**src/rtl/mem_arbiter_if.sv**
```systemverilog
// One requester port of the LC-3 memory arbiter.
// The requester drives master; the arbiter receives it as slave.
interface mem_arbiter_if #(
  parameter int ADDR_W = 16,
  parameter int DATA_W = 16
);
  logic              req;
  logic              rw;
  logic [ADDR_W-1:0] addr;
  logic [DATA_W-1:0] wdata;
  logic [DATA_W-1:0] rdata;
  logic              ready;

  modport master (
    output req, rw, addr, wdata,
    input  rdata, ready
  );

  modport slave (
    input  req, rw, addr, wdata,
    output rdata, ready
  );
endinterface

```
**src/rtl/mem_arbiter.sv**
```systemverilog
// Two-port round-robin arbiter between the LC-3 CPU datapath and the DMA/loader.
// Each access runs a fixed number of array cycles, then pulses ready to its owner.
module mem_arbiter #(
  parameter int ADDR_W  = 16,
  parameter int DATA_W  = 16,
  parameter int MEM_LAT = 2
) (
  input  logic              clk_i,
  input  logic              reset_i,
  mem_arbiter_if.slave      cpu,
  mem_arbiter_if.slave      dma,
  output logic              mem_en_o,
  output logic              mem_we_o,
  output logic [ADDR_W-1:0] mem_addr_o,
  output logic [DATA_W-1:0] mem_wdata_o,
  input  logic [DATA_W-1:0] mem_rdata_i,
  output logic              grant_o,
  output logic              busy_o
);

  localparam int CNT_W = (MEM_LAT > 1) ? $clog2(MEM_LAT) : 1;
  localparam logic [CNT_W-1:0] CNT_LOAD = CNT_W'(MEM_LAT - 1);

  typedef enum logic [1:0] {
    IDLE,
    ACCESS,
    DONE
  } state_e;

  state_e            state_q, state_d;
  logic [CNT_W-1:0]  cnt_q, cnt_d;
  logic              rw_q, rw_d;
  logic [ADDR_W-1:0] addr_q, addr_d;
  logic [DATA_W-1:0] wdata_q, wdata_d;
  logic              grant_q, grant_d;
  logic              lastGrant_q, lastGrant_d;
  logic [DATA_W-1:0] cpuRdata_q, cpuRdata_d;
  logic [DATA_W-1:0] dmaRdata_q, dmaRdata_d;
  logic              cpuReady_q, cpuReady_d;
  logic              dmaReady_q, dmaReady_d;
  logic              winner;

  // lastGrant resets to DMA so the CPU wins the first tie.
  always_ff @(posedge clk_i or posedge reset_i) begin
    if (reset_i) begin
      state_q     <= IDLE;
      cnt_q       <= '0;
      rw_q        <= 1'b0;
      addr_q      <= '0;
      wdata_q     <= '0;
      grant_q     <= 1'b0;
      lastGrant_q <= 1'b1;
      cpuRdata_q  <= '0;
      dmaRdata_q  <= '0;
      cpuReady_q  <= 1'b0;
      dmaReady_q  <= 1'b0;
    end else begin
      state_q     <= state_d;
      cnt_q       <= cnt_d;
      rw_q        <= rw_d;
      addr_q      <= addr_d;
      wdata_q     <= wdata_d;
      grant_q     <= grant_d;
      lastGrant_q <= lastGrant_d;
      cpuRdata_q  <= cpuRdata_d;
      dmaRdata_q  <= dmaRdata_d;
      cpuReady_q  <= cpuReady_d;
      dmaReady_q  <= dmaReady_d;
    end
  end

  always_comb begin
    state_d     = state_q;
    cnt_d       = cnt_q;
    rw_d        = rw_q;
    addr_d      = addr_q;
    wdata_d     = wdata_q;
    grant_d     = grant_q;
    lastGrant_d = lastGrant_q;
    cpuRdata_d  = cpuRdata_q;
    dmaRdata_d  = dmaRdata_q;
    cpuReady_d  = 1'b0;
    dmaReady_d  = 1'b0;
    winner      = 1'b0;

    unique case (state_q)
      IDLE: begin
        if (cpu.req || dma.req) begin
          // DMA wins when alone, or on a tie when the CPU had the last grant.
          winner      = dma.req && (!cpu.req || !lastGrant_q);
          rw_d        = winner ? dma.rw    : cpu.rw;
          addr_d      = winner ? dma.addr  : cpu.addr;
          wdata_d     = winner ? dma.wdata : cpu.wdata;
          cnt_d       = CNT_LOAD;
          grant_d     = winner;
          lastGrant_d = winner;
          state_d     = ACCESS;
        end
      end

      ACCESS: begin
        if (cnt_q == '0) begin
          state_d = DONE;
          if (grant_q) begin
            dmaReady_d = 1'b1;
            if (!rw_q) dmaRdata_d = mem_rdata_i;
          end else begin
            cpuReady_d = 1'b1;
            if (!rw_q) cpuRdata_d = mem_rdata_i;
          end
        end else begin
          cnt_d = cnt_q - CNT_W'(1);
        end
      end

      DONE: begin
        state_d = IDLE;
      end

      default: begin
        state_d = IDLE;
      end
    endcase
  end

  // Array strobes come straight from the state register so reset removes them at once.
  assign mem_en_o    = (state_q == ACCESS);
  assign mem_we_o    = (state_q == ACCESS) && rw_q;
  assign mem_addr_o  = addr_q;
  assign mem_wdata_o = wdata_q;
  assign grant_o     = grant_q;
  assign busy_o      = (state_q != IDLE);

  assign cpu.rdata = cpuRdata_q;
  assign cpu.ready = cpuReady_q;
  assign dma.rdata = dmaRdata_q;
  assign dma.ready = dmaReady_q;

  readyExclusive: assert property (@(posedge clk_i) disable iff (reset_i)
    !(cpuReady_q && dmaReady_q));

  readyOnlyInDone: assert property (@(posedge clk_i) disable iff (reset_i)
    (cpuReady_q || dmaReady_q) |-> (state_q == DONE));

  doneReturnsIdle: assert property (@(posedge clk_i) disable iff (reset_i)
    (state_q == DONE) |=> (state_q == IDLE));

endmodule

```
**src/flat_wrapper.sv**
```systemverilog
// flat-port wrapper written by rule: the top's interface ports become plain ports
module mem_arbiter_flat 
#(
  parameter int ADDR_W  = 16,
  parameter int DATA_W  = 16,
  parameter int MEM_LAT = 2
)
  (clk_i, reset_i, mem_en_o, mem_we_o, mem_addr_o, mem_wdata_o, mem_rdata_i, grant_o, busy_o, cpu_req, cpu_rw, cpu_addr, cpu_wdata, cpu_rdata, cpu_ready, dma_req, dma_rw, dma_addr, dma_wdata, dma_rdata, dma_ready);
  mem_arbiter_if #(.ADDR_W(ADDR_W), .DATA_W(DATA_W)) cpu_i ();
  mem_arbiter_if #(.ADDR_W(ADDR_W), .DATA_W(DATA_W)) dma_i ();
  input  logic clk_i;
  input  logic reset_i;
  output logic mem_en_o;
  output logic mem_we_o;
  output logic [ADDR_W-1:0] mem_addr_o;
  output logic [DATA_W-1:0] mem_wdata_o;
  input  logic [DATA_W-1:0] mem_rdata_i;
  output logic grant_o;
  output logic busy_o;
  input wire logic [$bits(cpu_i.req)-1:0] cpu_req;
  input wire logic [$bits(cpu_i.rw)-1:0] cpu_rw;
  input wire logic [$bits(cpu_i.addr)-1:0] cpu_addr;
  input wire logic [$bits(cpu_i.wdata)-1:0] cpu_wdata;
  output wire logic [$bits(cpu_i.rdata)-1:0] cpu_rdata;
  output wire logic [$bits(cpu_i.ready)-1:0] cpu_ready;
  input wire logic [$bits(dma_i.req)-1:0] dma_req;
  input wire logic [$bits(dma_i.rw)-1:0] dma_rw;
  input wire logic [$bits(dma_i.addr)-1:0] dma_addr;
  input wire logic [$bits(dma_i.wdata)-1:0] dma_wdata;
  output wire logic [$bits(dma_i.rdata)-1:0] dma_rdata;
  output wire logic [$bits(dma_i.ready)-1:0] dma_ready;
  assign cpu_i.req = cpu_req;
  assign cpu_i.rw = cpu_rw;
  assign cpu_i.addr = cpu_addr;
  assign cpu_i.wdata = cpu_wdata;
  assign cpu_rdata = cpu_i.rdata;
  assign cpu_ready = cpu_i.ready;
  assign dma_i.req = dma_req;
  assign dma_i.rw = dma_rw;
  assign dma_i.addr = dma_addr;
  assign dma_i.wdata = dma_wdata;
  assign dma_rdata = dma_i.rdata;
  assign dma_ready = dma_i.ready;
  mem_arbiter #(.ADDR_W(ADDR_W), .DATA_W(DATA_W), .MEM_LAT(MEM_LAT)) u_core (.clk_i(clk_i), .reset_i(reset_i), .cpu(cpu_i), .dma(dma_i), .mem_en_o(mem_en_o), .mem_we_o(mem_we_o), .mem_addr_o(mem_addr_o), .mem_wdata_o(mem_wdata_o), .mem_rdata_i(mem_rdata_i), .grant_o(grant_o), .busy_o(busy_o));
endmodule
```
**config.mk**
```make
export PLATFORM = sky130hd
export DESIGN_NAME = mem_arbiter_flat
export DESIGN_NICKNAME = d
export VERILOG_FILES = /design/src/rtl/mem_arbiter_if.sv /design/src/rtl/mem_arbiter.sv /design/src/flat_wrapper.sv
export SDC_FILE = /design/constraint.sdc
export NUM_CORES = 1
export LEC_CHECK = 0
export CELL_PAD_IN_SITES_DETAIL_PLACEMENT = 0
export CELL_PAD_IN_SITES_GLOBAL_PLACEMENT = 1
export CORE_ASPECT_RATIO = 1.1
export CORE_MARGIN = 3
export CORE_UTILIZATION = 30
export DETAILED_ROUTE_END_ITERATION = 8
export GPL_TIMING_DRIVEN = 1
export PLACE_DENSITY = 0.76
export SYNTH_ARGS = -nofsm -noshare
export SYNTH_HDL_FRONTEND = slang
export SYNTH_SLANG_ARGS = --single-unit
```
**constraint.sdc**
```tcl
create_clock -name clk_i -period 3.2 [get_ports clk_i]
set_clock_uncertainty 0.2 [all_clocks]
set_input_delay 0.96 -clock clk_i [delete_from_list [all_inputs] [get_ports clk_i]]
set_output_delay 0.96 -clock clk_i [all_outputs]
set_load 0.1 [all_outputs]
```
Word-level counts from Yosys, hierarchy flattened
Index checks and enable logic that the tools add are counted.
{"block": "op_classes", "add_sub_neg": 1, "reduce_logical": 14, "n_bitwise": 3, "n_eq_ne": 3, "mux": 15}
{"cell": "2-to-1 mux 16 bit", "count": 2}
{"cell": "2-to-1 mux 1 bit", "count": 9}
{"cell": "AND reduction 4 bit", "count": 2}
{"cell": "AND reduction 2 bit", "count": 3}
{"cell": "2-to-1 mux 2 bit", "count": 2}
{"cell": "case mux 2 bit (2 select lines)", "count": 1}
{"cell": "nonzero test 2 bit", "count": 2}
{"cell": "NOT 1 bit", "count": 3}
{"cell": "== test 2 x 1 -> 1 bit (second input constant)", "count": 1}
{"cell": "logical AND 1 bit", "count": 2}
{"cell": "zero test 1 bit", "count": 2}
{"cell": "zero test 2 bit", "count": 1}
{"cell": "logical OR 1 bit", "count": 2}
{"cell": "inequality test 2 x 1 -> 1 bit (second input constant)", "count": 1}
{"cell": "inequality test 2 bit (second input constant)", "count": 1}
{"cell": "case mux 1 bit (2 select lines)", "count": 1}
{"cell": "subtractor 1 bit (second input constant)", "count": 1}
{"block": "totals", "output_inout_bits": 70, "elab_cells": 47, "input_bits": 86, "register_bits": 72}

Logic depth before layout (Yosys ltp)
Gate-level depths: netlist (run 1).
{"block": "logic_depth", "ltp_word": 4, "mapped_depth": 6, "mapped_depth_nobuf": 4}

Least setup slack after synthesis (run 1)
OpenSTA, ideal clock, no wires.
{"block": "synth_timing", "path_kind": "register -> output", "start": "register u_core.state_q[1]", "end": "output mem_we_o", "slack_ns": 0.274, "arrival_time_ns": 1.766, "path_stages_with_launch": 4, "cell_sequence": "dfrtp_1 nand2b_2 inv_2 and2_1"}
{"block": "synth_between", "elab_chain_cells": 2}
{"element": "start, declared", "line_no": "mem_arbiter.sv:30", "rtl": "state_e state_q, state_d;"}
{"element": "start signal, assigned", "line_no": "mem_arbiter.sv:58", "rtl": "state_q <= state_d;"}
{"element": "== test 2 x 1 -> 1 bit"}
{"element": "net mem_en_o", "line_no": "flat_wrapper.sv:13", "rtl": "output logic mem_en_o;"}
{"element": "logical AND 1 bit", "line_no": "mem_arbiter.sv:128", "rtl": "assign mem_we_o = (state_q == ACCESS) && rw_q;"}
{"element": "end, declared", "line_no": "flat_wrapper.sv:14", "rtl": "output logic mem_we_o;"}
The timed path passes the listed nets, and every way through them passes these cells.

Worst setup path after layout (run 1)
{"block": "layout_timing", "start": "register u_core.state_q[1]", "end": "output mem_we_o"}
{"block": "layout_between", "elab_chain_cells": 2}
{"element": "== test 2 x 1 -> 1 bit", "line_no": "mem_arbiter.sv:128"}
{"element": "logical AND 1 bit", "line_no": "mem_arbiter.sv:128"}
Every way passes these cells.

==> results.json, run 1 <==
{
  "arrival_ps": 1420,
  "tightest_slew_ps": 815,
  "synth_compound_area_share_pct": 1.11,
  "numCtsBuffers": 9,
  "cts_resized": 0,
  "wl_met2_um": 3550,
  "final.min_clock_period_ps": 2580,
  "areaGrowthSynthToFinish_pct": 52.0,
  "tns_ps": 0,
  "cts_tree": "done",
  "synth_top_family_by_area": "multiplexers",
  "muxShareOfSynthArea_pct": 39.1,
  "die_w_um": 107,
  "synth-edff-count": 0,
  "ys_warn_count": 0,
  "netlist_instances": 201,
  "htree_levels": 3,
  "synth_nets": 287,
  "dieArea_mm2": 0.0126,
  "vias": 2216,
  "worst_hold_slack_ps": 305,
  "path_clk_slew_ps": 60,
  "hold_viol_final": 0,
  "grt_pass1_vias": 2400,
  "grt_pass1_wl_um": 12000,
  "path_cells": "nand2b_2, inv_2, and2_1, buf_4",
  "synth_adder_area_share_pct": 0,
  "synth_top_area_cell": "dfrtp_1",
  "slew_headroom_pct": 45.7,
  "fin_nets": 446,
  "path_max_fanout": 5,
  "synth-seq-cells": 72,
  "seq_area_frac_synth_pct": 53.3,
  "synth_xor_area_share_pct": 0,
  "setup_viol": 0,
  "worstSkewPairLatency_ps": 320,
  "synth_top_area_share_pct": 52.5,
  "cts.sinks": 72,
  "grt.overflow.total": 0,
  "rsz0062_at_grt": "no",
  "synth-simple-area-share_pct": 2.33,
  "worstSetupPathType": "flop to primary output",
  "n_antenna_cell": 0,
  "top_layer": "met4",
  "drc": 0,
  "cp_slowest_cell": "dfrtp_1",
  "slowest_delay_ps": 360,
  "fmax_ghz": 0.388,
  "port_buffers": 155,
  "drt-met1-wl_um": 3090,
  "ioPinCount": 156,
  "min_path_type": "flop to flop",
  "dr.pass1.iters": 2,
  "critPathRequiredTime_ps": 2040,
  "grt_usage_pct": 12.2,
  "wl_met3_um": 639,
  "clock-root-buffer": "clkbuf_16",
  "synth_top_cells_by_area": "dfrtp_1 (52%), mux2_4 (25%), mux2_2 (14%)",
  "core_area_mm2": 0.0110,
  "startpoint_type": "flop",
  "cpLargestDelayFamily": "buffers and inverters",
  "ys_async_sr_fraction_pct": 100,
  "layout-drive-gt1-share_pct": 53.3,
  "ys.flop_type": "dfrtp_1",
  "end_kind": "primary output",
  "routed_via_density": 4.34,
  "dp.final_hpwl_um": 5530,
  "initial_core_util_pct": 30.9,
  "synth_common_cells": "dfrtp_1 (71), mux2_4 (56), mux2_2 (42), buf_6 (5)",
  "std_cell_rows": 40,
  "cap_viol_max_count": 0,
  "synth.most_common_cell": "dfrtp_1",
  "die_y_um": 117,
  "wl_per_cell_um": 14.5,
  "drt_iter0_drc": 31,
  "cts_setup_buffers": 0,
  "cp_num_buf_inv": 2,
  "ys_types": 22,
  "drtAntennaViolNets": 0,
  "syn_area_mm2": 0.00339,
  "antenna_found_initial": 0,
  "place.gp.congestion": 0.701,
  "routed_wl_um": 7400,
  "syn_avg_cell_area_um2": 16.8,
  "cts_hold_buf": 0,
  "period_share_pct": 80.6,
  "status": "finished clean",
  "grt_max_degree": 73,
  "clockBufferDepth": 2,
  "slew_viol_final": 0
}
==> routing by layer <==
metal / GRT usage, % / vias to the layer above
li1: - / 1033
met1: 14.5 / 1075
met2: 19.7 / 98
met3: 3.96 / 10
met4: 6.00 / 0
met5: 0 / -
==> layout by cell type (no fill, tap or decap) <==
master           Yosys  routed
nand3_2              1       1
and3_1               1       1
o31ai_1              1       1
clkbuf_16            0       9
and2_1               1       1
inv_1                2       1
or2_1                1       1
inv_2                1       2
clkinv_2             0       4
mux2_4              56      56
dfrtp_1             71      71
o21ai_0              1       1
clkinv_4             0       2
a21bo_2              0       1
nand2b_2             1       1
a21o_1               2       2
clkdlybuf4s50_1      0      85
nor2_8               1       1
mux2_2              42      42
dfstp_2              1       1
mux2i_1              1       1
nor2_1               3       3
nor3_1               2       2
buf_12               3       3
buf_4                0      71
==> per-stage QoR <==
step           cell area, µm²  std cells  util [%]  setup WS, ps
6_report                 5140        511      46.9           621
2_1_floorplan            3390        201         -           217
3_3_place_gp             4880        496      44.5           395
5_1_grt                  5140        511      46.9           542
4_1_cts                  5140        511      46.9           594
3_5_place_dp             4880        496      44.5           378
==> sequential cells by signal, summed over array words and instances (netlist names) <==
register            cells
u_core.dma.ready        1
u_core.dma.rdata       16
u_core.state_q          2
u_core.mem_addr_o      16
u_core.cpu.rdata       16
u_core.grant_o          1
u_core.mem_wdata_o     16
u_core.lastGrant_q      1
u_core.rw_q             1
u_core.cnt_q            1
u_core.cpu.ready        1
==> kinds of logic after synthesis <==
| group | after synthesis |
|---|---|
| mux | 99 |
| compound gates | 5 |
| buf+inv | 14 |
| simple gates | 11 |
| flops | 72 |
==> worst paths after layout <==
check | cells after the start | start | endpoint | slack (ps)
max | 4 | u_core.state_q[1] | mem_we_o | 620
min | 1 | u_core.dma.rdata[12] | u_core.dma.rdata[12] | 310
max reg2reg | 4 | u_core.state_q[1] | u_core.cpu.rdata[6] | 1080
min reg2reg | 1 | u_core.dma.rdata[12] | u_core.dma.rdata[12] | 310
max in group asynchronous | 3 | reset_i | u_core.lastGrant_q | 1610
min in group asynchronous | 3 | reset_i | u_core.cpu.rdata[12] | 820
==> area by class of cell <==
type,instances,area (µm²)
Sequential cell,72,1800
Clock buffer,9,225
Timing Repair Buffer,159,1440
Tap cell,147,184
Inverter,3,11.3
Clock inverter,6,37.5
Fill cell,990,5820
Multi-Input combinational cell,115,1440
Power of run 1 is left out: the tool's default activity adds up to more than one toggle a clock period on the data nets, which glitch-free logic cannot reach.
==> run 2: changes to the inputs <==
- clock period: 3.2 -> 2.5 ns (I/O delays scaled with it)
==> run 2 against run 1 <==
Net effect: critical path depth did not move; final cell count grew 0.98%; via count rose by 1.1%; register-to-register slack got worse by 460 ps; global-route usage increased by 0.17 points; die area unchanged; routed wire length increased by 3.3%; setup slack worse by 470 ps; count of clock-buffer cells in the layout is 1 higher; non-clock buffer count increased by 5; critical path type unchanged; highest routed layer unchanged.
==> results.json, run 2 (synthesized netlist as in run 1, its figures left out) <==
{
  "status": "finished clean",
  "grt_pass1_vias": 2410,
  "clockBufferDepth": 2,
  "worst_hold_slack_ps": 304,
  "cts_tree": "done",
  "fmax_ghz": 0.426,
  "worstSetupPathType": "flop to primary output",
  "cp_slowest_cell": "dfrtp_1",
  "cts_hold_buf": 0,
  "arrival_ps": 1400,
  "die_w_um": 107,
  "final.min_clock_period_ps": 2350,
  "port_buffers": 155,
  "slowest_delay_ps": 370,
  "setup_viol": 0,
  "worstSkewPairLatency_ps": 330,
  "critPathRequiredTime_ps": 1550,
  "n_antenna_cell": 0,
  "path_cells": "nand2b_2, inv_2, and2_2, buf_12",
  "antenna_found_initial": 0,
  "routed_via_density": 4.34,
  "cp_num_buf_inv": 2,
  "numCtsBuffers": 9,
  "dr.pass1.iters": 3,
  "routed_wl_um": 7640,
  "use_met1_pct": 15.8,
  "path_clk_slew_ps": 60,
  "vias": 2241,
  "min_path_type": "flop to flop",
  "grt_max_degree": 73,
  "die_y_um": 117,
  "clock-root-buffer": "clkbuf_16",
  "cts_resized": 0,
  "final_cells": 516,
  "slew_headroom_pct": 67.9,
  "tightest_slew_ps": 480,
  "use_met2_pct": 19.2,
  "dp.final_hpwl_um": 5660,
  "initial_core_util_pct": 30.9,
  "core_area_mm2": 0.0110,
  "layout_common_cells": "clkdlybuf4s50_1 (85), dfrtp_1 (71), buf_4 (69)",
  "slew_viol_final": 0,
  "cpLargestDelayFamily": "simple AND/OR/NAND/NOR gates",
  "tns_ps": 0,
  "dieArea_mm2": 0.0126,
  "drt_iter0_drc": 67,
  "ioPinCount": 156,
  "path_max_fanout": 5,
  "layout-drive-gt1-share_pct": 54.2,
  "startpoint_type": "flop",
  "met3_usage_pct": 5.06,
  "worst-r2r-setup-slack_ps": 620,
  "end_kind": "primary output",
  "placed_area_mm2": 0.00501,
  "period_share_pct": 93.9,
  "grt.overflow.total": 0,
  "cts.sinks": 72,
  "rsz0062_at_grt": "no",
  "final_common_cell": "clkdlybuf4s50_1",
  "grt_usage_pct": 12.4,
  "areaGrowthSynthToFinish_pct": 57.5,
  "htree_levels": 3,
  "place.gp.congestion": 0.685,
  "drtAntennaViolNets": 0,
  "dp.cells": 501,
  "hold_viol_final": 0,
  "grt_pass1_wl_um": 12300,
  "finalInstanceArea_mm2": 0.00533,
  "cap_viol_max_count": 0,
  "grt.busiest_layer": "met2",
  "drc": 0,
  "std_cell_rows": 40,
  "wl_per_cell_um": 14.8,
  "fin_nets": 451,
  "cts_setup_buffers": 0
}
run 2: cell count changes in the layout (fill, tap and decap cells not counted), sizes merged:
cell,delta
inv,-1
bufinv,+2
buf,+5
clkinv,-4
clkinvlp,+2
clkbuf,+1
run 2: worst paths after layout:
kind                                       from                     to  cells past startpoint
max                           u_core.state_q[1]               mem_we_o                      4
min                        u_core.dma.rdata[12]   u_core.dma.rdata[12]                      1
max reg2reg                   u_core.state_q[1]    u_core.dma.rdata[1]                      4
min reg2reg                u_core.dma.rdata[12]   u_core.dma.rdata[12]                      1
max in group asynchronous               reset_i  u_core.mem_wdata_o[4]                      3
min in group asynchronous               reset_i   u_core.dma.rdata[11]                      3
run 2: cell type report:
type	count	area (µm²)
fillers	954	5630
flip-flops and latches	72	1800
repair buffers	164	1570
multi-input cells	115	1440
clock buffers	10	239
well taps	147	184
clock inverters	5	81.3
inverters	3	15.0
run 2: through the flow:
| step | setup WS (ps) | util (%) |
|---|---|---|
| after floorplan | 52.7 | - |
| final | 152 | 48.7 |
| after CTS | 126 | 48.7 |
| after global placement | -63.7 | 45.7 |
| after detailed placement | -81.7 | 45.7 |
| after global routing | 48.9 | 48.7 |
run 2: metal layers:
metal,routed length [µm],vias to the layer above
li1,-,1043
met1,3270,1094
met2,3620,96
met3,668,8
met4,83,0
met5,0,-
run 2: worst reg2reg max path, cell delays in order (launching register included):
cell	delay, ps
dfrtp_1	370
nand2b_2	220
inv_2	130
nand3_2	400
mux2_2	450
Power of run 2 is left out for the same reason.
